===== config.mk =====
export PLATFORM = sky130hd
export DESIGN_NAME = adder_tree_acc_ctrl
export DESIGN_NICKNAME = d
export VERILOG_FILES = /design/src/rtl/acc_ctrl_pkg.sv /design/src/rtl/AdderTree9_1.sv /design/src/rtl/adder_tree_acc_ctrl.sv
export SDC_FILE = /design/constraint.sdc
export NUM_CORES = 1
export LEC_CHECK = 0
export ABC_AREA = 1
export CELL_PAD_IN_SITES_DETAIL_PLACEMENT = 0
export CELL_PAD_IN_SITES_GLOBAL_PLACEMENT = 1
export CORE_UTILIZATION = 37
export CTS_CLUSTER_SIZE = 30
export DETAILED_ROUTE_END_ITERATION = 8
export GPL_TIMING_DRIVEN = 0
export MAX_ROUTING_LAYER = met4
export PLACE_DENSITY = 0.75
export SLEW_MARGIN = 0
export SYNTH_ARGS = -nofsm -noshare
export SYNTH_HDL_FRONTEND = slang
export SYNTH_SLANG_ARGS = --single-unit

===== constraint.sdc =====
create_clock -name i_clk -period 1.6 [get_ports i_clk]
set_input_delay 0.24 -clock i_clk [delete_from_list [all_inputs] [get_ports i_clk]]
set_output_delay 0.24 -clock i_clk [all_outputs]
set_load 0.02 [all_outputs]

===== src/rtl/acc_ctrl_pkg.sv =====
// ---------------------------------------------------------------------------
// acc_ctrl_pkg
// Shared definitions for the adder-tree accumulator controller:
//   state_t    controller FSM states (IDLE, RUN, DRAIN, DONE)
//   TREE_IDIM  number of adder-tree inputs (3x3 window taps)
//   TREE_BDEP  adder-tree register depth, also the default controller TLAT
//   TREE_OWID  width of the tree sum (0..9 needs 4 bits)
//   popcnt3    helper used by the tree's first stage
// ---------------------------------------------------------------------------
package acc_ctrl_pkg;

  typedef enum logic [1:0] {
    ST_IDLE  = 2'd0,
    ST_RUN   = 2'd1,
    ST_DRAIN = 2'd2,
    ST_DONE  = 2'd3
  } state_t;

  localparam int TREE_IDIM = 9;
  localparam int TREE_BDEP = 2;
  localparam int TREE_OWID = 4;
  localparam int DEF_TLAT  = TREE_BDEP;

  // Count of ones in a 3-bit group (0..3).
  function automatic logic [1:0] popcnt3(input logic [2:0] v);
    return {1'b0, v[0]} + {1'b0, v[1]} + {1'b0, v[2]};
  endfunction

endpackage


===== src/rtl/AdderTree9_1.sv =====
// ---------------------------------------------------------------------------
// AdderTree9_1
// Pipelined unary adder tree: 9 one-bit inputs -> 4-bit count, 2 register
// stages (IDIM=9, IWID=1, BDEP=2). Stage 1 counts three 3-bit groups,
// stage 2 adds the three partial counts.
// Ports:
//   i_clk    in  1   clock
//   i_rst_n  in  1   asynchronous active-low reset
//   i_data   in  9   one bit per window tap
//   o_sum    out 4   number of set bits, two cycles after i_data
// ---------------------------------------------------------------------------
module AdderTree9_1
  import acc_ctrl_pkg::*;
(
  input  logic                 i_clk,
  input  logic                 i_rst_n,
  input  logic [TREE_IDIM-1:0] i_data,
  output logic [TREE_OWID-1:0] o_sum
);

  logic [1:0] r_part0;
  logic [1:0] r_part1;
  logic [1:0] r_part2;

  // Two-stage reduction: group counts, then their sum.
  always_ff @(posedge i_clk or negedge i_rst_n) begin
    if (!i_rst_n) begin
      r_part0 <= 2'b0;
      r_part1 <= 2'b0;
      r_part2 <= 2'b0;
      o_sum   <= {TREE_OWID{1'b0}};
    end else begin
      r_part0 <= popcnt3(i_data[2:0]);
      r_part1 <= popcnt3(i_data[5:3]);
      r_part2 <= popcnt3(i_data[8:6]);
      o_sum   <= {2'b00, r_part0} + {2'b00, r_part1} + {2'b00, r_part2};
    end
  end

endmodule


===== src/rtl/adder_tree_acc_ctrl.sv =====
// ---------------------------------------------------------------------------
// adder_tree_acc_ctrl
// Sequences a 9-input adder tree over a window of i_len beats, accumulates
// the per-beat counts and returns one total per window on a valid/ready port.
// Optional build macro: ACC_SAT_EN -- accumulator saturates at all-ones on
// overflow instead of wrapping (o_out_ovf reports the overflow either way).
// Ports:
//   i_clk, i_rst           clock, asynchronous active-high reset
//   i_start, i_len         window start (taken only in IDLE) and beat count
//   o_busy                 high in every state except IDLE
//   i_in_valid, o_in_ready, i_in_data   beat input handshake, 9-bit taps
//   o_out_valid, i_out_ready            result handshake
//   o_out_sum, o_out_ovf                window total and overflow flag
// ---------------------------------------------------------------------------
module adder_tree_acc_ctrl
  import acc_ctrl_pkg::*;
#(
  parameter int LWID = 8,
  parameter int AWID = 12,
  parameter int TLAT = DEF_TLAT   // must equal the tree's register depth
) (
  input  logic                 i_clk,
  input  logic                 i_rst,
  input  logic                 i_start,
  input  logic [LWID-1:0]      i_len,
  output logic                 o_busy,
  input  logic                 i_in_valid,
  output logic                 o_in_ready,
  input  logic [TREE_IDIM-1:0] i_in_data,
  output logic                 o_out_valid,
  input  logic                 i_out_ready,
  output logic [AWID-1:0]      o_out_sum,
  output logic                 o_out_ovf
);

  // Oldest slot of the valid pipe: lines up with the tree output.
  localparam logic [TLAT-1:0] VP_OLDEST = TLAT'(1'b1) << (TLAT - 1);

  state_t                 r_state;
  state_t                 w_state_next;
  logic [LWID-1:0]        r_rem_cnt;
  logic [TLAT-1:0]        r_vpipe;
  logic [AWID-1:0]        r_acc;
  logic [AWID-1:0]        w_acc_next;
  logic                   r_ovf;
  logic                   w_ovf_next;
  logic [AWID:0]          w_add;
  logic                   w_accept;
  logic                   w_start_acc;
  logic                   w_last_beat;
  logic                   w_drained;
  logic                   w_tree_hit;
  logic                   w_rst_n;
  logic [TREE_IDIM-1:0]   w_tree_in;
  logic [TREE_OWID-1:0]   w_tree_sum;

  assign w_rst_n     = ~i_rst;
  assign w_accept    = i_in_valid & o_in_ready;
  assign w_start_acc = (r_state == ST_IDLE) & i_start;
  assign w_last_beat = w_accept & (r_rem_cnt == LWID'(1));
  assign w_tree_hit  = r_vpipe[TLAT-1];
  // Nothing left in flight once the oldest slot has been consumed.
  assign w_drained   = (r_vpipe & ~VP_OLDEST) == {TLAT{1'b0}};
  // Idle cycles push zeros so stale data never reaches the accumulator.
  assign w_tree_in   = w_accept ? i_in_data : {TREE_IDIM{1'b0}};
  assign w_add       = {1'b0, r_acc} + {{(AWID + 1 - TREE_OWID){1'b0}}, w_tree_sum};

  AdderTree9_1 u_tree (
    .i_clk   (i_clk),
    .i_rst_n (w_rst_n),
    .i_data  (w_tree_in),
    .o_sum   (w_tree_sum)
  );

  // Next-state logic of the window sequencer.
  always_comb begin
    w_state_next = r_state;
    case (r_state)
      ST_IDLE: begin
        if (i_start) begin
          w_state_next = (i_len == LWID'(0)) ? ST_DONE : ST_RUN;
        end else begin
          w_state_next = ST_IDLE;
        end
      end
      ST_RUN: begin
        if (w_last_beat) w_state_next = ST_DRAIN;
        else             w_state_next = ST_RUN;
      end
      ST_DRAIN: begin
        if (w_drained) w_state_next = ST_DONE;
        else           w_state_next = ST_DRAIN;
      end
      ST_DONE: begin
        if (i_out_ready) w_state_next = ST_IDLE;
        else             w_state_next = ST_DONE;
      end
      default: w_state_next = ST_IDLE;
    endcase
  end

  // Accumulator update: clear on start, add the tree sum when it is valid.
  always_comb begin
    w_acc_next = r_acc;
    w_ovf_next = r_ovf;
    if (w_start_acc) begin
      w_acc_next = {AWID{1'b0}};
      w_ovf_next = 1'b0;
    end else if (w_tree_hit) begin
      w_ovf_next = r_ovf | w_add[AWID];
`ifdef ACC_SAT_EN
      // Once overflowed, stay pinned at the maximum for the rest of the window.
      if (r_ovf | w_add[AWID]) w_acc_next = {AWID{1'b1}};
      else                     w_acc_next = w_add[AWID-1:0];
`else
      w_acc_next = w_add[AWID-1:0];
`endif
    end else begin
      w_acc_next = r_acc;
      w_ovf_next = r_ovf;
    end
  end

  // Controller state: FSM, beat counter, valid pipe, accumulator.
  always_ff @(posedge i_clk or posedge i_rst) begin
    if (i_rst) begin
      r_state   <= ST_IDLE;
      r_rem_cnt <= {LWID{1'b0}};
      r_vpipe   <= {TLAT{1'b0}};
      r_acc     <= {AWID{1'b0}};
      r_ovf     <= 1'b0;
    end else begin
      r_state <= w_state_next;
      r_vpipe <= (r_vpipe << 1) | TLAT'(w_accept);
      r_acc   <= w_acc_next;
      r_ovf   <= w_ovf_next;
      if (w_start_acc)   r_rem_cnt <= i_len;
      else if (w_accept) r_rem_cnt <= r_rem_cnt - LWID'(1);
      else               r_rem_cnt <= r_rem_cnt;
    end
  end

  // Registered outputs decoded from the next state; the result is captured
  // on entry to DONE and held until the handshake.
  always_ff @(posedge i_clk or posedge i_rst) begin
    if (i_rst) begin
      o_busy      <= 1'b0;
      o_in_ready  <= 1'b0;
      o_out_valid <= 1'b0;
      o_out_sum   <= {AWID{1'b0}};
      o_out_ovf   <= 1'b0;
    end else begin
      o_busy      <= (w_state_next != ST_IDLE);
      o_in_ready  <= (w_state_next == ST_RUN);
      o_out_valid <= (w_state_next == ST_DONE);
      if (w_state_next == ST_DONE) begin
        if (r_state != ST_DONE) begin
          o_out_sum <= w_acc_next;
          o_out_ovf <= w_ovf_next;
        end else begin
          o_out_sum <= o_out_sum;
          o_out_ovf <= o_out_ovf;
        end
      end else begin
        o_out_sum <= {AWID{1'b0}};
        o_out_ovf <= 1'b0;
      end
    end
  end

endmodule

==> metrics <==
Seq cells post-synth=51; die width=88.0 um; Clk pwr share=0.164; Worst EP required=1.85 ns; clock tree buffer depth=2; Net Sw Frac=0.412; number of global-route vias before repair=2,168; area grow syn2layout=33.7%; Setup TNS Final=-0.643 ns; DRT antenna net count=0; Pleak=1.79 nW; largest net degree at the start of global routing=35; Sink Count=51; share of layout cells above drive strength 1=0.219; status=complete, but fails checks; Hold Vio Cnt, Final=0; r2r setup slk=-0.12 ns; # DRC=0; FP Rows=30; R2R cell count=9; Peak Freq=582 MHz; period utilisation layout=1.07; vias=2,231; Yosys top cell area share=0.467; diode count=0; first-pass GRT wire length=9.92 mm; final wirelength=6.22 mm; syn_area_per_cell=8.57 um2; Die ar.=7740 um2; PnR worst setup slack=-0.118 ns; Final Util=0.524; Synth area leaders=dfrtp_1 (47%), nand2_1 (8.8%), inv_1 (8.1%); RSZ-0062 raised after global routing=true; Flop pwr share=0.378; YS warnings=0; maxcap violations=0; Clock Root Buffer=clkbuf_8; IO Pins=38; post-layout min period=1.72 ns; Worst slew margin=0.674; Initial Util=0.392; Iteration-0 DRC Markers=86; WL/cell=13.2 um; VDD IR max=569 uV; IO Port Bufs=37; Worst Path Max Fanout=3; worst min path class=in2async; Slew @ Worst Pin=0.489 ns; final-stage net count=411; Post-Layout Inst Area=3660 um2; Setup crit end kind=flop; reg-to-reg endpoint=o_out_sum[2]; worst r2r src=r_acc[0]; All-Layer GR Usage=0.178; failing checks=setup timing; detailed placement HPWL=4.17 mm; initial antenna violation count=0; core area=6980 um2; CP arrival=1.97 ns; CTS tree=yes; Final GP Congestion=0.851; die height=88.0 um; DR vias/cell=4.74; post-synth cell types=35; Pint=2.82 mW; post-synth top area cell=dfrtp_1; Num CTS Buffers=5; Seq/Total Area, Yosys=0.467; CP Launch Type=flop; dpl cell area=3260 um2; clk slew on worst S/H paths=0.10 ns; Congestion Overflow GR=0; post-synthesis instance total=319; hold_buf cts=0; Clock Latency Late Sink=0.32 ns; setup violators final=11; router iterations before antenna repair=4; Mapped Nets=356; max-slew violation count=0; Power Dens Cells=1310 nW/um2; CTS HTree Levels=2; Setup Skew=0.00861 ns; combinational share of power=0.459; Setup CP Type=reg2reg; Syn Std Cell Area=2730 um2; Psw=1.98 mW
[per-stage QoR]
step | cells | worst slack [ns] | total power, mW | hold slack [ns]
global route | 471 | -0.202 | 5.19 | 0.266
global placement | 452 | -0.880 | 3.47 | 0.377
CTS | 463 | -0.110 | 4.46 | 0.237
floorplan | 319 | -0.0198 | 3.04 | 0.354
finish | 471 | -0.118 | 4.80 | 0.224
detailed placement | 453 | -0.293 | 3.51 | 0.370
[layout make-up]
class / instances / area (um2)
plain buffers: 7 / 50.0
inverters: 61 / 229
fillers: 660 / 3330
clock inverters: 3 / 22.5
repair buffers: 47 / 478
well taps: 96 / 120
flip-flops and latches: 51 / 1280
clock buffers: 5 / 68.8
multi-input cells: 201 / 1410
[cells in the mapped netlist]
cell type  number
nand2_1        64
inv_1          59
dfrtp_1        51
nand3_1        31
nor2_1         31
ha_1            9
o21ai_2         9
nand4_1         8
o21ai_0         8
a21oi_1         6
fa_1            6
clkbuf_1        3
nand3_2         3
nor3_1          3
o211ai_1        3
xor2_1          3
inv_2           2
nand2_2         2
o21bai_4        2
and3_1          1
buf_1           1
buf_2           1
buf_4           1
buf_6           1
nand3b_1        1
nor2_2          1
nor2_4          1
nor3_4          1
nor4_1          1
o21bai_1        1
o221ai_1        1
o311ai_0        1
o32ai_1         1
or2_2           1
xnor2_1         1
[state kept, by name, indices dropped and copies added (netlist names)]
signal,cells
o_busy,1
o_in_ready,1
o_out_ovf,1
o_out_sum,12
o_out_valid,1
r_acc,12
r_ovf,1
r_rem_cnt,8
r_state,2
r_vpipe,2
u_tree.o_sum,4
u_tree.r_part0,2
u_tree.r_part1,2
u_tree.r_part2,2
[how the worst max path moves through the flow]
stage	start	to	slack (ns)	cells after the start
after global placement	i_rst	r_rem_cnt[4]	-0.88	2
after global routing	u_tree.o_sum[0]	o_out_sum[2]	-0.20	9
after detailed placement	i_in_valid	u_tree.r_part1[0]	-0.29	5
after floorplan	u_tree.r_part0[0]	u_tree.o_sum[1]	-0.02	3
after CTS	r_acc[0]	o_out_sum[4]	-0.11	8
final	r_acc[0]	o_out_sum[2]	-0.12	9
[repair_timing]
action / in CTS / in global routing
hold endpoints to repair: 0 / 0
endpoints found under the setup margin: 28 / 29
setup buffers: 1 / 7
pin swaps: 14 / 27
resized for setup: 16 / 32
gates cloned: 1 / 1
[power by group through the flow]
stage	Sequential, mW	Clock (mW)	Combinational, mW
4_1_cts	1.80	0.810	1.85
6_report	1.81	0.786	2.20
3_5_place_dp	1.79	0	1.72
2_1_floorplan	1.78	0	1.26
5_1_grt	1.85	0.867	2.48
3_3_place_gp	1.79	0	1.68
[cell usage in the layout (no fill, tap or decap), types with 2 or more instances in the layout]
master	synthesis	layout
nand3_4	0	5
nor3_1	3	3
nor2_2	1	3
o21bai_4	2	2
nor2_1	31	29
nand4_1	8	8
inv_6	0	2
dfrtp_1	51	51
o21ai_0	8	6
o211ai_1	3	3
inv_1	59	54
clkbuf_2	0	2
buf_12	0	2
fa_1	6	3
xor2_1	3	3
ha_4	0	4
o21ai_4	0	2
a21oi_1	6	5
ha_2	0	2
fa_2	0	3
nand3_1	31	19
clkdlybuf4s50_1	0	36
ha_1	9	3
clkbuf_8	0	5
o21ai_2	9	9
nand2_1	64	59
nand2_2	2	6
inv_2	2	7
nand3_2	3	10
buf_4	1	9
[kinds of logic (layout without fill, tap and decap cells)]
family | count (synthesis) | after routing | synth area share
AO/OA/AOI/OAI | 32 | 33 | 0.0888
adder cells (fa/ha/maj) | 15 | 15 | 0.0851
buffers and inverters | 68 | 123 | 0.0979
flip-flops | 51 | 51 | 0.467
XOR/XNOR | 4 | 4 | 0.0128
AND/OR/NAND/NOR | 149 | 149 | 0.249
[routing by layer]
layer  routed length [um]  GRT usage  part of all wire
met5                    0          -                 0
met4                   92     0.0626             0.015
met3                  276     0.0339             0.044
met2                 2900      0.280              0.47
met1                 2950      0.228              0.47
[critical path: stages (launching register included)]
cell and delay (ns):
dfrtp_1 0.36, ha_2 0.20, inv_2 0.04, fa_2 0.39, buf_4 0.17, xnor2_2 0.12, nor2_1 0.08, nor2_2 0.12
inv_1 0.06, o21ai_2 0.12
No activity file was read; power rests on OpenSTA's default activity.
